===== config.mk =====
export PLATFORM = sky130hd
export DESIGN_NAME = mem_stage
export DESIGN_NICKNAME = d
export VERILOG_FILES = /design/src/rtl/mem_stage.sv
export SDC_FILE = /design/constraint.sdc
export NUM_CORES = 1
export LEC_CHECK = 0
export BUFFER_PORTS_ARGS = -buffer_cell sky130_fd_sc_hd__buf_2
export CAP_MARGIN = 5
export CORE_MARGIN = 5
export CORE_UTILIZATION = 45
export CTS_CLUSTER_SIZE = 8
export DETAILED_ROUTE_END_ITERATION = 10
export GPL_ROUTABILITY_DRIVEN = 1
export GPL_TIMING_DRIVEN = 0
export HOLD_SLACK_MARGIN = 0.02
export PLACE_DENSITY = 0.75
export SLEW_MARGIN = 20
export SYNTH_ARGS = -nofsm -noshare
export SYNTH_HDL_FRONTEND = slang
export SYNTH_SLANG_ARGS = --single-unit

===== constraint.sdc =====
create_clock -name clk -period 2.55 [get_ports clk]
set_input_delay 0.3825 -clock clk [delete_from_list [all_inputs] [get_ports clk]]
set_output_delay 0.3825 -clock clk [all_outputs]
set_load 0.02 [all_outputs]

===== src/rtl/mem_stage.sv =====
// Pipeline MEM stage: data-memory load/store with wait states,
// one-entry skid buffer, bus timeout and load formatting.
module mem_stage #(
  parameter int unsigned TIMEOUT_CYCLES = 255
) (
  input  logic        clk,
  input  logic        reset_n,
  input  logic        EX_MEM_enable_out,
  input  logic [31:0] EX_MEM_PC,
  input  logic [31:0] EX_MEM_ALUResult,
  input  logic [31:0] EX_MEM_WriteData,
  input  logic [4:0]  EX_MEM_Rd,
  input  logic [2:0]  EX_MEM_Funct3,
  input  logic        EX_MEM_MemRead,
  input  logic        EX_MEM_MemWrite,
  input  logic        EX_MEM_MemToReg,
  input  logic        EX_MEM_RegWrite,
  output logic        dmem_req,
  output logic        dmem_we,
  output logic [31:0] dmem_addr,
  output logic [31:0] dmem_wdata,
  output logic [3:0]  dmem_be,
  input  logic        dmem_ready,
  input  logic [31:0] dmem_rdata,
  output logic [31:0] MEM_WB_PC,
  output logic [31:0] MEM_WB_ALUResult,
  output logic [31:0] MEM_WB_ReadData,
  output logic [4:0]  MEM_WB_Rd,
  output logic        MEM_WB_MemToReg,
  output logic        MEM_WB_RegWrite,
  output logic        MEM_WB_enable_out,
  output logic        MEM_stall,
  output logic        MEM_misaligned,
  output logic        MEM_bus_error,
  output logic [31:0] MEM_fault_addr
);

  typedef enum logic {S_IDLE, S_WAIT} state_t;

  localparam logic [31:0] TMO_LAST = TIMEOUT_CYCLES - 1;

  state_t      state_q, state_d;
  logic [31:0] tmo_q, tmo_d;

  logic        sk_full_q, sk_full_d;
  logic [31:0] sk_pc_q, sk_pc_d;
  logic [31:0] sk_alu_q, sk_alu_d;
  logic [31:0] sk_wd_q, sk_wd_d;
  logic [4:0]  sk_rd_q, sk_rd_d;
  logic [2:0]  sk_f3_q, sk_f3_d;
  logic        sk_mr_q, sk_mr_d;
  logic        sk_mw_q, sk_mw_d;
  logic        sk_m2r_q, sk_m2r_d;
  logic        sk_rw_q, sk_rw_d;

  logic [31:0] op_pc_q, op_pc_d;
  logic [31:0] op_addr_q, op_addr_d;
  logic [31:0] op_wdata_q, op_wdata_d;
  logic [3:0]  op_be_q, op_be_d;
  logic        op_we_q, op_we_d;
  logic [4:0]  op_rd_q, op_rd_d;
  logic [2:0]  op_f3_q, op_f3_d;
  logic        op_m2r_q, op_m2r_d;
  logic        op_rw_q, op_rw_d;

  logic [31:0] wb_pc_q, wb_pc_d;
  logic [31:0] wb_alu_q, wb_alu_d;
  logic [31:0] wb_rdata_q, wb_rdata_d;
  logic [4:0]  wb_rd_q, wb_rd_d;
  logic        wb_m2r_q, wb_m2r_d;
  logic        wb_rw_q, wb_rw_d;
  logic        wb_en_q, wb_en_d;
  logic        mis_q, mis_d;
  logic        berr_q, berr_d;
  logic [31:0] faddr_q, faddr_d;

  // Selected source op: skid has priority to keep program order
  logic        src_valid;
  logic [31:0] src_pc, src_alu, src_wd;
  logic [4:0]  src_rd;
  logic [2:0]  src_f3;
  logic        src_mr, src_mw, src_m2r, src_rw;
  logic        src_mem, src_mis;
  logic [1:0]  src_lane;
  logic [3:0]  src_be;
  logic [31:0] src_wdata;
  logic [31:0] ld_data;
  logic [7:0]  ld_byte;
  logic [15:0] ld_half;

  always_comb begin
    src_valid = sk_full_q | EX_MEM_enable_out;
    src_pc    = sk_full_q ? sk_pc_q  : EX_MEM_PC;
    src_alu   = sk_full_q ? sk_alu_q : EX_MEM_ALUResult;
    src_wd    = sk_full_q ? sk_wd_q  : EX_MEM_WriteData;
    src_rd    = sk_full_q ? sk_rd_q  : EX_MEM_Rd;
    src_f3    = sk_full_q ? sk_f3_q  : EX_MEM_Funct3;
    src_mr    = sk_full_q ? sk_mr_q  : EX_MEM_MemRead;
    src_mw    = sk_full_q ? sk_mw_q  : EX_MEM_MemWrite;
    src_m2r   = sk_full_q ? sk_m2r_q : EX_MEM_MemToReg;
    src_rw    = sk_full_q ? sk_rw_q  : EX_MEM_RegWrite;
    src_mem   = src_mr | src_mw;
    src_lane  = src_alu[1:0];
    src_mis   = 1'b0;
    src_be    = 4'b1111;
    src_wdata = src_wd;
    unique case (src_f3[1:0])
      2'b00: begin
        src_be    = 4'b0001 << src_lane;
        src_wdata = {4{src_wd[7:0]}};
      end
      2'b01: begin
        src_mis   = src_lane[0];
        src_be    = 4'b0011 << src_lane;
        src_wdata = {2{src_wd[15:0]}};
      end
      default: src_mis = |src_lane;
    endcase
  end

  always_comb begin
    ld_byte = 8'(dmem_rdata >> {op_addr_q[1:0], 3'b000});
    ld_half = op_addr_q[1] ? dmem_rdata[31:16]
                           : dmem_rdata[15:0];
    unique case (op_f3_q)
      3'b000:  ld_data = {{24{ld_byte[7]}}, ld_byte};
      3'b001:  ld_data = {{16{ld_half[15]}}, ld_half};
      3'b100:  ld_data = {24'd0, ld_byte};
      3'b101:  ld_data = {16'd0, ld_half};
      default: ld_data = dmem_rdata;
    endcase
  end

  always_comb begin
    state_d    = state_q;
    tmo_d      = tmo_q;
    sk_full_d  = sk_full_q;
    sk_pc_d    = sk_pc_q;
    sk_alu_d   = sk_alu_q;
    sk_wd_d    = sk_wd_q;
    sk_rd_d    = sk_rd_q;
    sk_f3_d    = sk_f3_q;
    sk_mr_d    = sk_mr_q;
    sk_mw_d    = sk_mw_q;
    sk_m2r_d   = sk_m2r_q;
    sk_rw_d    = sk_rw_q;
    op_pc_d    = op_pc_q;
    op_addr_d  = op_addr_q;
    op_wdata_d = op_wdata_q;
    op_be_d    = op_be_q;
    op_we_d    = op_we_q;
    op_rd_d    = op_rd_q;
    op_f3_d    = op_f3_q;
    op_m2r_d   = op_m2r_q;
    op_rw_d    = op_rw_q;
    wb_pc_d    = wb_pc_q;
    wb_alu_d   = wb_alu_q;
    wb_rdata_d = wb_rdata_q;
    wb_rd_d    = wb_rd_q;
    wb_m2r_d   = wb_m2r_q;
    wb_rw_d    = wb_rw_q;
    wb_en_d    = 1'b0;
    mis_d      = 1'b0;
    berr_d     = 1'b0;
    faddr_d    = faddr_q;

    // New arrival goes to the skid whenever it cannot be the source
    if (EX_MEM_enable_out &&
        (state_q == S_WAIT || sk_full_q)) begin
      sk_full_d = 1'b1;
      sk_pc_d   = EX_MEM_PC;
      sk_alu_d  = EX_MEM_ALUResult;
      sk_wd_d   = EX_MEM_WriteData;
      sk_rd_d   = EX_MEM_Rd;
      sk_f3_d   = EX_MEM_Funct3;
      sk_mr_d   = EX_MEM_MemRead;
      sk_mw_d   = EX_MEM_MemWrite;
      sk_m2r_d  = EX_MEM_MemToReg;
      sk_rw_d   = EX_MEM_RegWrite;
    end

    unique case (state_q)
      S_IDLE: begin
        if (src_valid) begin
          if (sk_full_q && !EX_MEM_enable_out)
            sk_full_d = 1'b0;
          if (src_mem && !src_mis) begin
            state_d    = S_WAIT;
            tmo_d      = 32'd0;
            op_pc_d    = src_pc;
            op_addr_d  = src_alu;
            op_wdata_d = src_wdata;
            op_be_d    = src_be;
            op_we_d    = src_mw;
            op_rd_d    = src_rd;
            op_f3_d    = src_f3;
            op_m2r_d   = src_m2r;
            op_rw_d    = src_rw;
          end else begin
            wb_en_d    = 1'b1;
            wb_pc_d    = src_pc;
            wb_alu_d   = src_alu;
            wb_rdata_d = 32'd0;
            wb_rd_d    = src_rd;
            wb_m2r_d   = src_m2r;
            wb_rw_d    = src_rw & ~src_mem;
            if (src_mem) begin
              mis_d   = 1'b1;
              faddr_d = src_alu;
            end
          end
        end
      end
      S_WAIT: begin
        if (dmem_ready) begin
          state_d    = S_IDLE;
          wb_en_d    = 1'b1;
          wb_pc_d    = op_pc_q;
          wb_alu_d   = op_addr_q;
          wb_rdata_d = op_we_q ? 32'd0 : ld_data;
          wb_rd_d    = op_rd_q;
          wb_m2r_d   = op_m2r_q;
          wb_rw_d    = op_rw_q;
        end else if (TIMEOUT_CYCLES != 0 &&
                     tmo_q == TMO_LAST) begin
          state_d    = S_IDLE;
          wb_en_d    = 1'b1;
          wb_pc_d    = op_pc_q;
          wb_alu_d   = op_addr_q;
          wb_rdata_d = 32'd0;
          wb_rd_d    = op_rd_q;
          wb_m2r_d   = op_m2r_q;
          wb_rw_d    = 1'b0;
          berr_d     = 1'b1;
          faddr_d    = op_addr_q;
        end else begin
          tmo_d = tmo_q + 32'd1;
        end
      end
      default: state_d = S_IDLE;
    endcase
  end

  always_ff @(posedge clk or negedge reset_n) begin
    if (!reset_n) begin
      state_q    <= S_IDLE;
      tmo_q      <= '0;
      sk_full_q  <= 1'b0;
      sk_pc_q    <= '0;
      sk_alu_q   <= '0;
      sk_wd_q    <= '0;
      sk_rd_q    <= '0;
      sk_f3_q    <= '0;
      sk_mr_q    <= 1'b0;
      sk_mw_q    <= 1'b0;
      sk_m2r_q   <= 1'b0;
      sk_rw_q    <= 1'b0;
      op_pc_q    <= '0;
      op_addr_q  <= '0;
      op_wdata_q <= '0;
      op_be_q    <= '0;
      op_we_q    <= 1'b0;
      op_rd_q    <= '0;
      op_f3_q    <= '0;
      op_m2r_q   <= 1'b0;
      op_rw_q    <= 1'b0;
      wb_pc_q    <= '0;
      wb_alu_q   <= '0;
      wb_rdata_q <= '0;
      wb_rd_q    <= '0;
      wb_m2r_q   <= 1'b0;
      wb_rw_q    <= 1'b0;
      wb_en_q    <= 1'b0;
      mis_q      <= 1'b0;
      berr_q     <= 1'b0;
      faddr_q    <= '0;
    end else begin
      state_q    <= state_d;
      tmo_q      <= tmo_d;
      sk_full_q  <= sk_full_d;
      sk_pc_q    <= sk_pc_d;
      sk_alu_q   <= sk_alu_d;
      sk_wd_q    <= sk_wd_d;
      sk_rd_q    <= sk_rd_d;
      sk_f3_q    <= sk_f3_d;
      sk_mr_q    <= sk_mr_d;
      sk_mw_q    <= sk_mw_d;
      sk_m2r_q   <= sk_m2r_d;
      sk_rw_q    <= sk_rw_d;
      op_pc_q    <= op_pc_d;
      op_addr_q  <= op_addr_d;
      op_wdata_q <= op_wdata_d;
      op_be_q    <= op_be_d;
      op_we_q    <= op_we_d;
      op_rd_q    <= op_rd_d;
      op_f3_q    <= op_f3_d;
      op_m2r_q   <= op_m2r_d;
      op_rw_q    <= op_rw_d;
      wb_pc_q    <= wb_pc_d;
      wb_alu_q   <= wb_alu_d;
      wb_rdata_q <= wb_rdata_d;
      wb_rd_q    <= wb_rd_d;
      wb_m2r_q   <= wb_m2r_d;
      wb_rw_q    <= wb_rw_d;
      wb_en_q    <= wb_en_d;
      mis_q      <= mis_d;
      berr_q     <= berr_d;
      faddr_q    <= faddr_d;
    end
  end

  assign dmem_req   = (state_q == S_WAIT);
  assign dmem_we    = (state_q == S_WAIT) & op_we_q;
  assign dmem_addr  = op_addr_q;
  assign dmem_wdata = op_wdata_q;
  assign dmem_be    = op_be_q;
  assign MEM_stall  = (state_q == S_WAIT) | sk_full_q;

  assign MEM_WB_PC         = wb_pc_q;
  assign MEM_WB_ALUResult  = wb_alu_q;
  assign MEM_WB_ReadData   = wb_rdata_q;
  assign MEM_WB_Rd         = wb_rd_q;
  assign MEM_WB_MemToReg   = wb_m2r_q;
  assign MEM_WB_RegWrite   = wb_rw_q;
  assign MEM_WB_enable_out = wb_en_q;
  assign MEM_misaligned    = mis_q;
  assign MEM_bus_error     = berr_q;
  assign MEM_fault_addr    = faddr_q;

  skid_ovf_a: assert property (
    @(posedge clk) disable iff (!reset_n)
    !(EX_MEM_enable_out && sk_full_q && state_q == S_WAIT));

endmodule

# After elaboration in Yosys (flattened, before gate mapping)
# Index checks and enable logic that the tools add are counted.
[op_classes]
bitwise_logic = 7
eq_ne = 13
n_addsub = 1
n_mux = 75
n_reduce_logical = 13
shifts = 3
[ops]
columns = ["operator", "n"]
rows = [
  ["two-way mux 32 bit", 24],
  ["one-hot mux 32 bit (2 select lines)", 6],
  ["one-hot mux 32 bit (4 select lines)", 1],
  ["adder 32 x 1 -> 32 bit (second input constant)", 1],
  ["== test 32 x 8 -> 1 bit (second input constant)", 1],
  ["right shift 32 x 5 -> 8 bit", 1],
  ["two-way mux 1 bit", 30],
  ["two-way mux 5 bit", 5],
  ["two-way mux 16 bit", 1],
  ["!= test 2 bit (second input constant)", 6],
  ["one-hot mux 1 bit (2 select lines)", 5],
  ["one-hot mux 5 bit (2 select lines)", 1],
  ["one-hot mux 4 bit (2 select lines)", 1],
  ["== test 3 bit (second input constant)", 2],
  ["AND reduction 3 bit", 2],
  ["AND reduction 5 bit", 1],
  ["AND reduction 4 bit", 1],
  ["left shift 1 x 2 -> 4 bit (first input constant)", 1],
  ["left shift 2 x 2 -> 4 bit (first input constant)", 1],
  ["== test 3 x 1 -> 1 bit (second input constant)", 1],
  ["logical AND 1 bit", 3],
  ["zero test 3 bit", 1],
  ["two-way mux 3 bit", 1],
  ["!= test 3 x 2 -> 1 bit (second input constant)", 1],
  ["other kinds (9)", 14],
]
[totals]
in_bits = 144
regBits = 391
elab_cells = 143

# Logic depth before layout (Yosys ltp)
# Gate-level depths: netlist of run 1.
[logic_depth]
word_depth = 8
mapped_depth = 10

# Least setup slack after synthesis of run 1
# OpenSTA, ideal clock, no wires.
[synth_timing]
path_type = "register to register"
from = "reg op_addr_q[1] (netlist: dmem_addr[1])"
to = "reg wb_rdata_q[21] (netlist: MEM_WB_ReadData[21])"
period_less_slack_ns = 2.223
slack_ns = 0.327
path_buffers = 2
path_stages_with_launch = 8
t_arrival_ns = 2.099
cell_sequence = "dfrtp_1 buf_2 mux4_2 a21oi_1 nand2_1 nand2_1 buf_2 o2bb2ai_1"
[synth_between]
elab_chain_len = 5
word_cells_on_any_way = 6
cone_classes = "shift: 1; mux: 5"
[synth_lines]
columns = ["element", "line_no", "text"]
rows = [
  ["start: declaration", "57", "logic [31:0] op_addr_q, op_addr_d;"],
  ["start signal: assignment", "291", "op_addr_q <= op_addr_d;"],
  ["right shift 32 x 5 -> 8 bit / two-way mux 16 bit (equally long branches)", "122, 123", ""],
  ["one-hot mux 32 bit (4 select lines) *", "125", "unique case (op_f3_q)"],
  ["two-way mux 32 bit *", "220", "wb_rdata_d = op_we_q ? 32'd0 : ld_data;"],
  ["two-way mux 32 bit *", "215", "if (dmem_ready) begin"],
  ["one-hot mux 32 bit (2 select lines) *", "182", "unique case (state_q)"],
  ["end signal: assignment", "301", "wb_rdata_q <= wb_rdata_d;"],
  ["end: declaration", "68", "logic [31:0] wb_rdata_q, wb_rdata_d;"],
]
# Every way passes the cells marked *; elsewhere a longest branch is shown, timed or not.
# A chain may end at the register's enable or synchronous reset.

# Final worst setup path of run 1
[layout_timing]
from = "reg sk_full_q"
to = "reg sk_wd_q[3]"
[layout_between]
elab_chain_len = 2
[layout_lines]
columns = ["element", "line_no", "text"]
rows = [
  ["start: declaration", "45", "logic sk_full_q, sk_full_d;"],
  ["start signal: assignment", "280", "sk_full_q <= sk_full_d;"],
  ["logical OR 1 bit", "169", "(state_q == S_WAIT || sk_full_q)) begin"],
  ["logical AND 1 bit", "168", "if (EX_MEM_enable_out &&"],
  ["end signal: assignment", "283", "sk_wd_q <= sk_wd_d;"],
  ["end: declaration", "48", "logic [31:0] sk_wd_q, sk_wd_d;"],
]
# Every way passes these cells.

==> impl_metrics.tcl, run 1 <==
set metrics [dict create \
    cts.sinks 391 \
    dieHeight_um 209 \
    detail_route.wl_per_cell_um 22.2 \
    grtUsageMet3_pct 7.71 \
    fin_crit_ps 2510 \
    cts_tree "built" \
    period_share_pct 98.3 \
    antenna_found_initial 13 \
    drt_iter0_drc 1280 \
    via_count 15000 \
    cp-startpoint "sk_full_q$_DFF_PN0_" \
    synth_top_area_share_pct 54.6 \
    crit_type "register to register" \
    synth_area_um2 17900 \
    yosysTopAreaCell "dfrtp_1" \
    synth_top_family_by_area "multiplexers" \
    grt_pass1_vias 15600 \
    groute.usage.overall_pct 26.3 \
    drt_wl_total_um 59200 \
    clockRootBuffer "clkbuf_16" \
    r2r_end "sk_wd_q[3]$_DFFE_PN0P_" \
    synthesis.nets 1798 \
    holdPathStages 2 \
    slowest_delay_ps 660 \
    ys_seq_area_share_pct 54.6 \
    finalNonFillerCells 2664 \
    row_count 73 \
    final.setup.tns_ps 0 \
    viasPerCell 5.63 \
    avgSynthCellArea_um2 10.8 \
    met2_usage_pct 42.6 \
    grt_max_degree 94 \
    reg2reg_depth 6 \
    synth-compound-area-share_pct 13.2 \
    gp_congestion 0.914 \
    synth_cell_types 59 \
    h-tree-depth 2 \
    cp_cell_sequence "buf_6 > or2_2 > clkbuf_1 > nand2_2 > clkbuf_1 > mux2_2" \
    first_pass_iters 5 \
    yosys_warnings 0 \
    postRouteAntennaNets 0 \
    required_ps 3010 \
    dp_cells 2533 \
    synth_mux_area_share_pct 17.9 \
    maxSlewViolCount 0 \
    grt_use_met1_pct 33.9 \
    p_leak_nw 11.0 \
    cts_made_buffers 54 \
    synth_cells 1652 \
    critPathMaxFanout 10 \
    async_reset_ff_share_pct 100 \
    busiest_layer "met2" \
    crit_arrival_ps 2970 \
    yosys.area_share.simple_pct 8.96 \
    clk_latency_ps 610 \
    drive_gt1_share_pct 31.6 \
    worstSetupEndpointType "register" \
    ys_ff_latch 391 \
    critical_path.most_common_cell "clkbuf_1" \
    grt_pass1_wl_um 91500 \
    drc_errors 0 \
    tightest_slew_ps 920 \
    core_um2 39500 \
    synth_xor_area_share_pct 0.783 \
    dpl.hpwl_um 41900 \
    endpoint "sk_wd_q[3]$_DFFE_PN0P_" \
    hold_violations 0 \
    dieArea_um2 43900 \
    r2r_start "sk_full_q$_DFF_PN0_" \
    min_path_type "input port to register" \
    cpLargestDelayFamily "buffers and inverters" \
    regToRegSetupSlack_ps 40 \
    max_freq_mhz 399 \
    io_pins 353 \
    grt_overflow 0 \
    synth_edf_count 0 \
    relSlewSlack_pct 38.7 \
    cts.clk_slew.worst_paths_ps 50 \
    cp-start-kind "register" \
    powerDensity_nw_per_um2 1420 \
    cp.depth 6 \
    synth_common_cells "391 x dfrtp_1, 217 x nand2_1, 165 x o21ai_0" \
    total_power_mw 32.3 \
    peakVddDrop_mv 0.866 \
    status "finished, final reports clean" \
    start_util_pct 45.3 \
    synth.most_common_cell "dfrtp_1" \
    cp_slowest_cell "clkbuf_1" \
    portBuffers 352 \
    nets 2275 \
    clockBufferDepth 3 \
    worst-path-buf-inv 3 \
    maxCapViolCount 0 \
    synth.area.top_cells "dfrtp_1 55%, mux2_2 9.8%, mux2i_1 7.9%, o21ai_0 4.6%, nand2_1 4.5%" \
    finalClockSkew_ps 26.0 \
    synth-adder-area-share_pct 0.196 \
    die_x_um 209 \
    synth_flop_cell "dfrtp_1" \
    area_growth_syn_to_layout_pct 26.7 \
    setup_viol 0 \
]
-- worst register-to-register path, stage by stage (launching register included) --
cell and delay (ps):
dfrtp_2 430, buf_6 160, or2_2 280, clkbuf_1 120, nand2_2 310, clkbuf_1 670, mux2_2 420
-- worst min path at each step --
stage,start,end,slack [ps]
2_1_floorplan,reset_n,MEM_WB_ALUResult[0]$_DFFE_PN0P_,90
3_3_place_gp,dmem_wdata[21]$_DFFE_PN0P_,dmem_wdata[21]$_DFFE_PN0P_,460
3_5_place_dp,reset_n,sk_pc_q[1]$_DFFE_PN0P_,360
4_1_cts,EX_MEM_PC[22],sk_pc_q[22]$_DFFE_PN0P_,20
5_1_grt,EX_MEM_Rd[3],sk_rd_q[3]$_DFFE_PN0P_,30
6_report,EX_MEM_PC[21],sk_pc_q[21]$_DFFE_PN0P_,50
-- layout by cell type, fill, tap and decap left out, types with 9 or more instances in the layout --
master	synthesis	final
dfrtp_1	391	390
buf_2	28	373
nand2_1	217	216
o21ai_0	165	164
mux2_2	156	156
mux2i_1	141	139
nor2_1	78	77
o21ai_1	75	76
a21oi_1	65	64
dlygate4sd3_1	0	57
clkbuf_16	0	55
inv_1	52	52
clkbuf_1	66	47
clkbuf_2	0	19
o2bb2ai_1	18	18
buf_4	4	17
xor2_1	15	15
nand4_1	11	11
nand3_1	11	11
buf_6	10	10
nand2b_1	10	10
a31oi_1	9	9
-- kinds of logic (layout without fill, tap and decap cells) --
kind of cell             after synthesis  in the layout
AO/OA/AOI/OAI                        398            398
flip-flops                           391            391
AND/OR/NAND/NOR                      374            374
multiplexers                         299            299
buffers and inverters                171            650
XOR/XNOR                              16             16
adder cells (fa/ha/maj)                3              3
other                                  0              8
-- per-layer routing --
metal	vias to the layer above	share of wire, %	wire length [µm]
met2	673	48	28200
met5	-	0.14	81
li1	6749	-	-
met3	118	9.4	5550
met4	10	2.9	1720
met1	7456	40	23600
-- layout make-up --
type	instances	area (µm²)
repair buffers	423	2540
fillers	3306	16900
clock buffers	56	1380
multi-input cells	1090	7440
plain buffers	115	607
well taps	525	657
inverters	54	203
diodes	8	20.0
clock inverters	2	60.1
flip-flops and latches	391	9790
-- repair_timing --
item                       CTS  global route
setup endpoints to repair  336           195
pin swaps                    3             3
resized for setup           20            38
hold endpoints to repair   119             0
buffers inserted             5             5
hold buffers                57             0
-- power breakdown --
group | internal (mW) | switching [mW] | leakage [nW] | total (mW)
Combinational | 5.52 | 9.55 | 5.46 | 15.1
Clock | 3.78 | 2.64 | 0.702 | 6.42
Sequential | 9.08 | 1.70 | 4.85 | 10.8
-- flip-flops by register name (all words and copies together) (netlist names), 32 cells and up --
register and cells:
tmo_q 32, dmem_addr 32, MEM_WB_PC 32, sk_wd_q 32, sk_pc_q 32, dmem_wdata 32
op_pc_q 32, MEM_fault_addr 32, sk_alu_q 32, MEM_WB_ALUResult 32, MEM_WB_ReadData 32
-- per-stage QoR --
| stage | hold WS, ps | instance area (µm²) | worst slack [ps] | util (%) |
|---|---|---|---|---|
| after global routing | 28.8 | 22700 | -5.45 | 57.4 |
| after global placement | 459 | 20300 | -6500 | 51.4 |
| after detailed placement | 359 | 20500 | -662 | 51.7 |
| final | 46.8 | 22700 | 43.0 | 57.4 |
| after CTS | 20.5 | 22600 | 0.133 | 57.0 |
| after floorplan | 86.9 | 17900 | 327 | - |
Note: power is estimated with default switching activity, not from simulation.
==> run 2: changes to the inputs <==
--- a/config.mk
+++ b/config.mk
@@ -9,12 +9,13 @@
 export CAP_MARGIN = 5
 export CORE_MARGIN = 5
 export CORE_UTILIZATION = 45
+export CTS_BUF_LIST = sky130_fd_sc_hd__clkbuf_4 sky130_fd_sc_hd__clkbuf_8
 export CTS_CLUSTER_SIZE = 8
 export DETAILED_ROUTE_END_ITERATION = 10
 export GPL_ROUTABILITY_DRIVEN = 1
 export GPL_TIMING_DRIVEN = 0
 export HOLD_SLACK_MARGIN = 0.02
-export PLACE_DENSITY = 0.75
+export PLACE_DENSITY = 0.67
 export SLEW_MARGIN = 20
 export SYNTH_ARGS = -nofsm -noshare
 export SYNTH_HDL_FRONTEND = slang
==> impl_metrics.tcl, run 2 (same netlist as run 1, synthesis figures left out) <==
set metrics [dict create \
    status "finished, final reports clean" \
    swShare_pct 43.0 \
    gp_congestion 0.955 \
    detail_route.wl_per_cell_um 20.6 \
    required_ps 3030 \
    io_pins 353 \
    viasPerCell 5.45 \
    pre_cts_slack_ps -839 \
    dpl.hpwl_um 41000 \
    grt_overflow 0 \
    cts.clk_slew.worst_paths_ps 60 \
    powerDensity_nw_per_um2 1370 \
    core_um2 39500 \
    drive_gt1_share_pct 33.4 \
    h-tree-depth 3 \
    crit_type "register to register" \
    peakVddDrop_mv 0.733 \
    slowest_delay_ps 430 \
    cts_made_buffers 68 \
    cp_cell_sequence "mux2i_4 > buf_2 > nand2_1 > a211o_1 > buf_6 > buf_6 > buf_4 > nand2_1 > o21ai_1" \
    drt_iter0_drc 1062 \
    pwr-share-comb_pct 46.9 \
    drt_wl_total_um 57000 \
    internal_power_mw 18.1 \
    finalClockSkew_ps 44.0 \
    grt_max_degree 100 \
    dieArea_um2 43900 \
    max_freq_mhz 402 \
    critPathMaxFanout 10 \
    via_count 15100 \
    cp-start-kind "register" \
    worstSetupEndpointType "register" \
    maxCapViolCount 0 \
    dpl_cell_area_um2 20500 \
    dieHeight_um 209 \
    row_count 73 \
    p_leak_nw 11.3 \
    crit_arrival_ps 2970 \
    postRouteAntennaNets 0 \
    fin_crit_ps 2490 \
    setup_viol 0 \
    drc_errors 0 \
    cts_tree "built" \
    die_x_um 209 \
    nets 2333 \
    grt_pass1_vias 15600 \
    final_common_cell "dfrtp_1" \
    hold_violations 0 \
    clockBufferDepth 3 \
    start_util_pct 45.3 \
    period_share_pct 97.6 \
    area_growth_syn_to_layout_pct 29.6 \
    groute.usage.overall_pct 25.5 \
    cp_slowest_cell "dfrtp_2" \
    power.clock.fraction_pct 19.4 \
    portBuffers 352 \
    clk_latency_ps 630 \
    relSlewSlack_pct 35.0 \
    grt_pass1_wl_um 89300 \
    final_cell_mix "389 x dfrtp_1, 370 x buf_2, 216 x nand2_1" \
    clockRootBuffer "clkbuf_8" \
    setup_ws_ps 60.8 \
    tightest_slew_ps 975 \
    min_path_type "input port to register" \
    switching_power_mw 13.7 \
    maxSlewViolCount 0 \
    seq_power_share_pct 33.7 \
    fin_area_um2 23200 \
    first_pass_iters 8 \
    fillers 3368 \
    antenna_found_initial 4 \
    cts.sinks 391 \
]
run 2: cell count changes in the layout (fill, tap and decap cells not counted), sizes merged:
cell and change:
clkbuf +58, dlygate4sd3 +46, diode -5, buf -4, inv +4, clkinv +3
o31a +1
run 2: worst paths after layout:
kind,start,endpoint,slack [ps],depth (start not counted)
min in group asynchronous,reset_n,sk_pc_q[7]$_DFFE_PN0P_,290,2
worst max register to register,sk_full_q$_DFF_PN0_,op_pc_q[4]$_DFFE_PN0P_,60,9
worst min-delay path,EX_MEM_PC[23],sk_pc_q[23]$_DFFE_PN0P_,60,2
worst max-delay path,sk_full_q$_DFF_PN0_,op_pc_q[4]$_DFFE_PN0P_,60,9
worst min register to register,dmem_wdata[22]$_DFFE_PN0P_,dmem_wdata[22]$_DFFE_PN0P_,480,1
max in group asynchronous,reset_n,MEM_fault_addr[6]$_DFFE_PN0P_,940,4
run 2: final cells by class:
type | instances | area (µm²) | area share (%)
flip-flops and latches | 391 | 9790 | 42.2
inverters | 54 | 203 | 0.874
repair buffers | 466 | 2970 | 12.8
well taps | 525 | 657 | 2.83
multi-input cells | 1091 | 7460 | 32.2
clock inverters | 9 | 76.3 | 0.329
diodes | 3 | 7.51 | 0.0324
plain buffers | 115 | 632 | 2.72
clock buffers | 113 | 1410 | 6.08
run 2: routing by layer:
layer  part of all wire, %  wire, µm  vias to the layer above  global-route usage [%]
li1                      -         -                     6898                       -
met1                    42     24100                     7461                    33.7
met2                    47     26900                      604                    41.3
met3                   8.3      4760                      101                    7.31
met4                   2.1      1230                        4                    7.54
met5                 0.044        25                        -                       0
run 2: worst max-delay path, delay by kind of cell (launching register included):
family / cells / cell delay [ps]
buffers and inverters: 4 / 810
DFF: 1 / 430
AOI/OAI and AO/OA: 2 / 430
muxes: 1 / 340
and+or+nand+nor: 2 / 310
run 2: through the flow:
stage          power [mW]  cells  util, %  hold WS, ps   TNS, ps
2_1_floorplan        20.0   1652        -         86.9         0
3_3_place_gp         24.8   2529     51.4          457  -2762270
3_5_place_dp         25.3   2533     51.7          366   -118570
4_1_cts              31.8   2760     58.3         21.6         0
5_1_grt              33.9   2766     58.6         34.4     -1.13
6_report             31.8   2767     58.7         56.6         0
run 2: power groups by stage:
stage	clock, mW	sequential [mW]	combinational (mW)
global route	6.59	11.0	16.3
CTS	6.31	10.6	14.8
floorplan	0	12.3	7.71
finish	6.19	10.7	14.9
global placement	0	10.6	14.2
detailed placement	0	10.7	14.6
run 2: timing repair:
item                       CTS  global route
setup endpoints to repair  309           277
pin swaps                    2             6
hold endpoints to repair   164             0
hold buffers               103             0
buffers inserted             4             3
gates cloned                 0             1
resized for setup           27            52
==> run 3: changes to the inputs <==
--- a/config.mk
+++ b/config.mk
@@ -7,7 +7,6 @@
 export LEC_CHECK = 0
 export BUFFER_PORTS_ARGS = -buffer_cell sky130_fd_sc_hd__buf_2
 export CAP_MARGIN = 5
-export CORE_MARGIN = 5
 export CORE_UTILIZATION = 45
 export CTS_BUF_LIST = sky130_fd_sc_hd__clkbuf_4 sky130_fd_sc_hd__clkbuf_8
 export CTS_CLUSTER_SIZE = 8
@@ -16,6 +15,7 @@
 export GPL_TIMING_DRIVEN = 0
 export HOLD_SLACK_MARGIN = 0.02
 export PLACE_DENSITY = 0.67
+export SKIP_CTS_REPAIR_TIMING = 1
 export SLEW_MARGIN = 20
 export SYNTH_ARGS = -nofsm -noshare
 export SYNTH_HDL_FRONTEND = slang
==> impl_metrics.tcl, run 3 (same netlist as run 1, synthesis figures left out) <==
set metrics [dict create \
    drive_gt1_share_pct 32.9 \
    period_share_pct 98.7 \
    cp_slowest_cell "dfrtp_1" \
    area_growth_syn_to_layout_pct 28.4 \
    finalNonFillerCells 2745 \
    dieArea_um2 40600 \
    switching_power_mw 13.7 \
    viasPerCell 5.45 \
    clockRootBuffer "clkbuf_8" \
    drt_iter0_drc 942 \
    cts_tree "built" \
    fin_area_um2 23000 \
    dpl_cell_area_um2 20500 \
    whs_ps 31.6 \
    worstSetupEndpointType "register" \
    hold_violations 0 \
    fin_crit_ps 2520 \
    drc_errors 0 \
    pwr-share-comb_pct 47.8 \
    via_count 15000 \
    clockBufferDepth 3 \
    detail_route.wl_per_cell_um 20.7 \
    maxCapViolCount 0 \
    dieHeight_um 201 \
    cp-start-kind "register" \
    cp_cell_sequence "inv_1 > ha_1 > nor4b_1 > nand3_2 > o31ai_4 > nand2b_1 > buf_6 > buf_6 > buf_4 > a32o_1" \
    tightest_slew_ps 986 \
    powerDensity_nw_per_um2 1370 \
    antenna_found_initial 4 \
    groute.usage.overall_pct 27.9 \
    required_ps 3060 \
    row_count 72 \
    nets 2323 \
    gp_congestion 0.933 \
    start_util_pct 46.0 \
    die_x_um 201 \
    dp_cells 2527 \
    core_um2 38900 \
    max_freq_mhz 397 \
    setup_viol 0 \
    first_pass_iters 5 \
    seq_power_share_pct 33.8 \
    slowest_delay_ps 460 \
    cts.sinks 391 \
    crit_type "register to register" \
    final_common_cell "dfrtp_1" \
    cts_made_buffers 68 \
    crit_arrival_ps 3030 \
    maxSlewViolCount 0 \
    critPathMaxFanout 10 \
    internal_power_mw 17.9 \
    grt_pass1_vias 15200 \
    rsz0062_at_grt "yes" \
    grt_max_degree 98 \
    h-tree-depth 3 \
    critical_path.most_common_cell "buf_6" \
    swShare_pct 43.3 \
    relSlewSlack_pct 34.3 \
    finalClockSkew_ps 26.6 \
    min_path_type "input port to register" \
    io_pins 353 \
    drt_wl_total_um 56900 \
    status "finished, final reports clean" \
    cts.clk_slew.worst_paths_ps 60 \
    p_leak_nw 11.2 \
    postRouteAntennaNets 0 \
    final_cell_mix "390 x dfrtp_1, 369 x buf_2, 216 x nand2_1" \
    clk_latency_ps 630 \
    power.clock.fraction_pct 18.4 \
    dpl.hpwl_um 40800 \
    portBuffers 352 \
    peakVddDrop_mv 0.791 \
    grt_pass1_wl_um 86900 \
    grt_overflow 0 \
]
[run 3: changes by cell type in the layout (fill, tap and decap cells not counted), moves of 4 or more]
cell / change
buf_6: +4
clkbuf_1: +8
clkbuf_2: -11
clkbuf_8: -9
clkinv_2: +4
dlygate4sd3_1: -10
[run 3: through the flow]
step | setup TNS (ps) | util, % | worst slack, ps | power, mW
2_1_floorplan | 0 | - | 327 | 20.0
3_3_place_gp | -2763150 | 52.2 | -6710 | 24.9
3_5_place_dp | -92190 | 52.6 | -696 | 25.4
4_1_cts | -98200 | 56.1 | -713 | 31.3
5_1_grt | -364 | 59.1 | -56.9 | 33.5
6_report | 0 | 59.1 | 32.3 | 31.6
[run 3: area by class of cell]
cell class,count,area (µm²)
Clock buffer,105,1290
Sequential cell,391,9790
Antenna cell,3,7.51
Inverter,54,203
Fill cell,3375,15900
Tap cell,518,648
Multi-Input combinational cell,1090,7450
Buffer,116,647
Timing Repair Buffer,456,2870
Clock inverter,12,72.6
[run 3: worst paths after layout]
kind                       depth (start not counted)  slack (ps)                       start                               to
max in group asynchronous                          5         480                     reset_n          sk_pc_q[17]$_DFFE_PN0P_
setup / recovery                                  10          30        tmo_q[0]$_DFFE_PN0P_  MEM_WB_ReadData[14]$_DFFE_PN0P_
hold reg to reg                                    1         480  dmem_wdata[20]$_DFFE_PN0P_       dmem_wdata[20]$_DFFE_PN0P_
setup reg to reg                                  10          30        tmo_q[0]$_DFFE_PN0P_  MEM_WB_ReadData[14]$_DFFE_PN0P_
min in group asynchronous                          2         380                     reset_n   MEM_fault_addr[20]$_DFFE_PN0P_
hold / removal                                     2          30            EX_MEM_Funct3[2]           sk_f3_q[2]$_DFFE_PN0P_
[run 3: power groups by stage]
stage	registers [mW]	logic, mW	clock network (mW)
floorplan	12.3	7.71	0
global placement	10.6	14.3	0
detailed placement	10.7	14.7	0
CTS	10.6	14.7	5.94
global route	11.0	16.3	6.19
finish	10.7	15.1	5.82
[run 3: critical path: cells and delay by family (launching register included)]
family	cells	cell delay (ps)
buf+inv	4	600
compound gates	2	560
simple gates	3	640
flops	1	460
fa+ha+maj	1	150
[run 3: per-layer routing]
metal / routed length (µm) / GRT usage, %
met1: 24300 / 36.3
met2: 26900 / 44.1
met3: 4320 / 8.41
met4: 1480 / 9.50
met5: 13 / 0
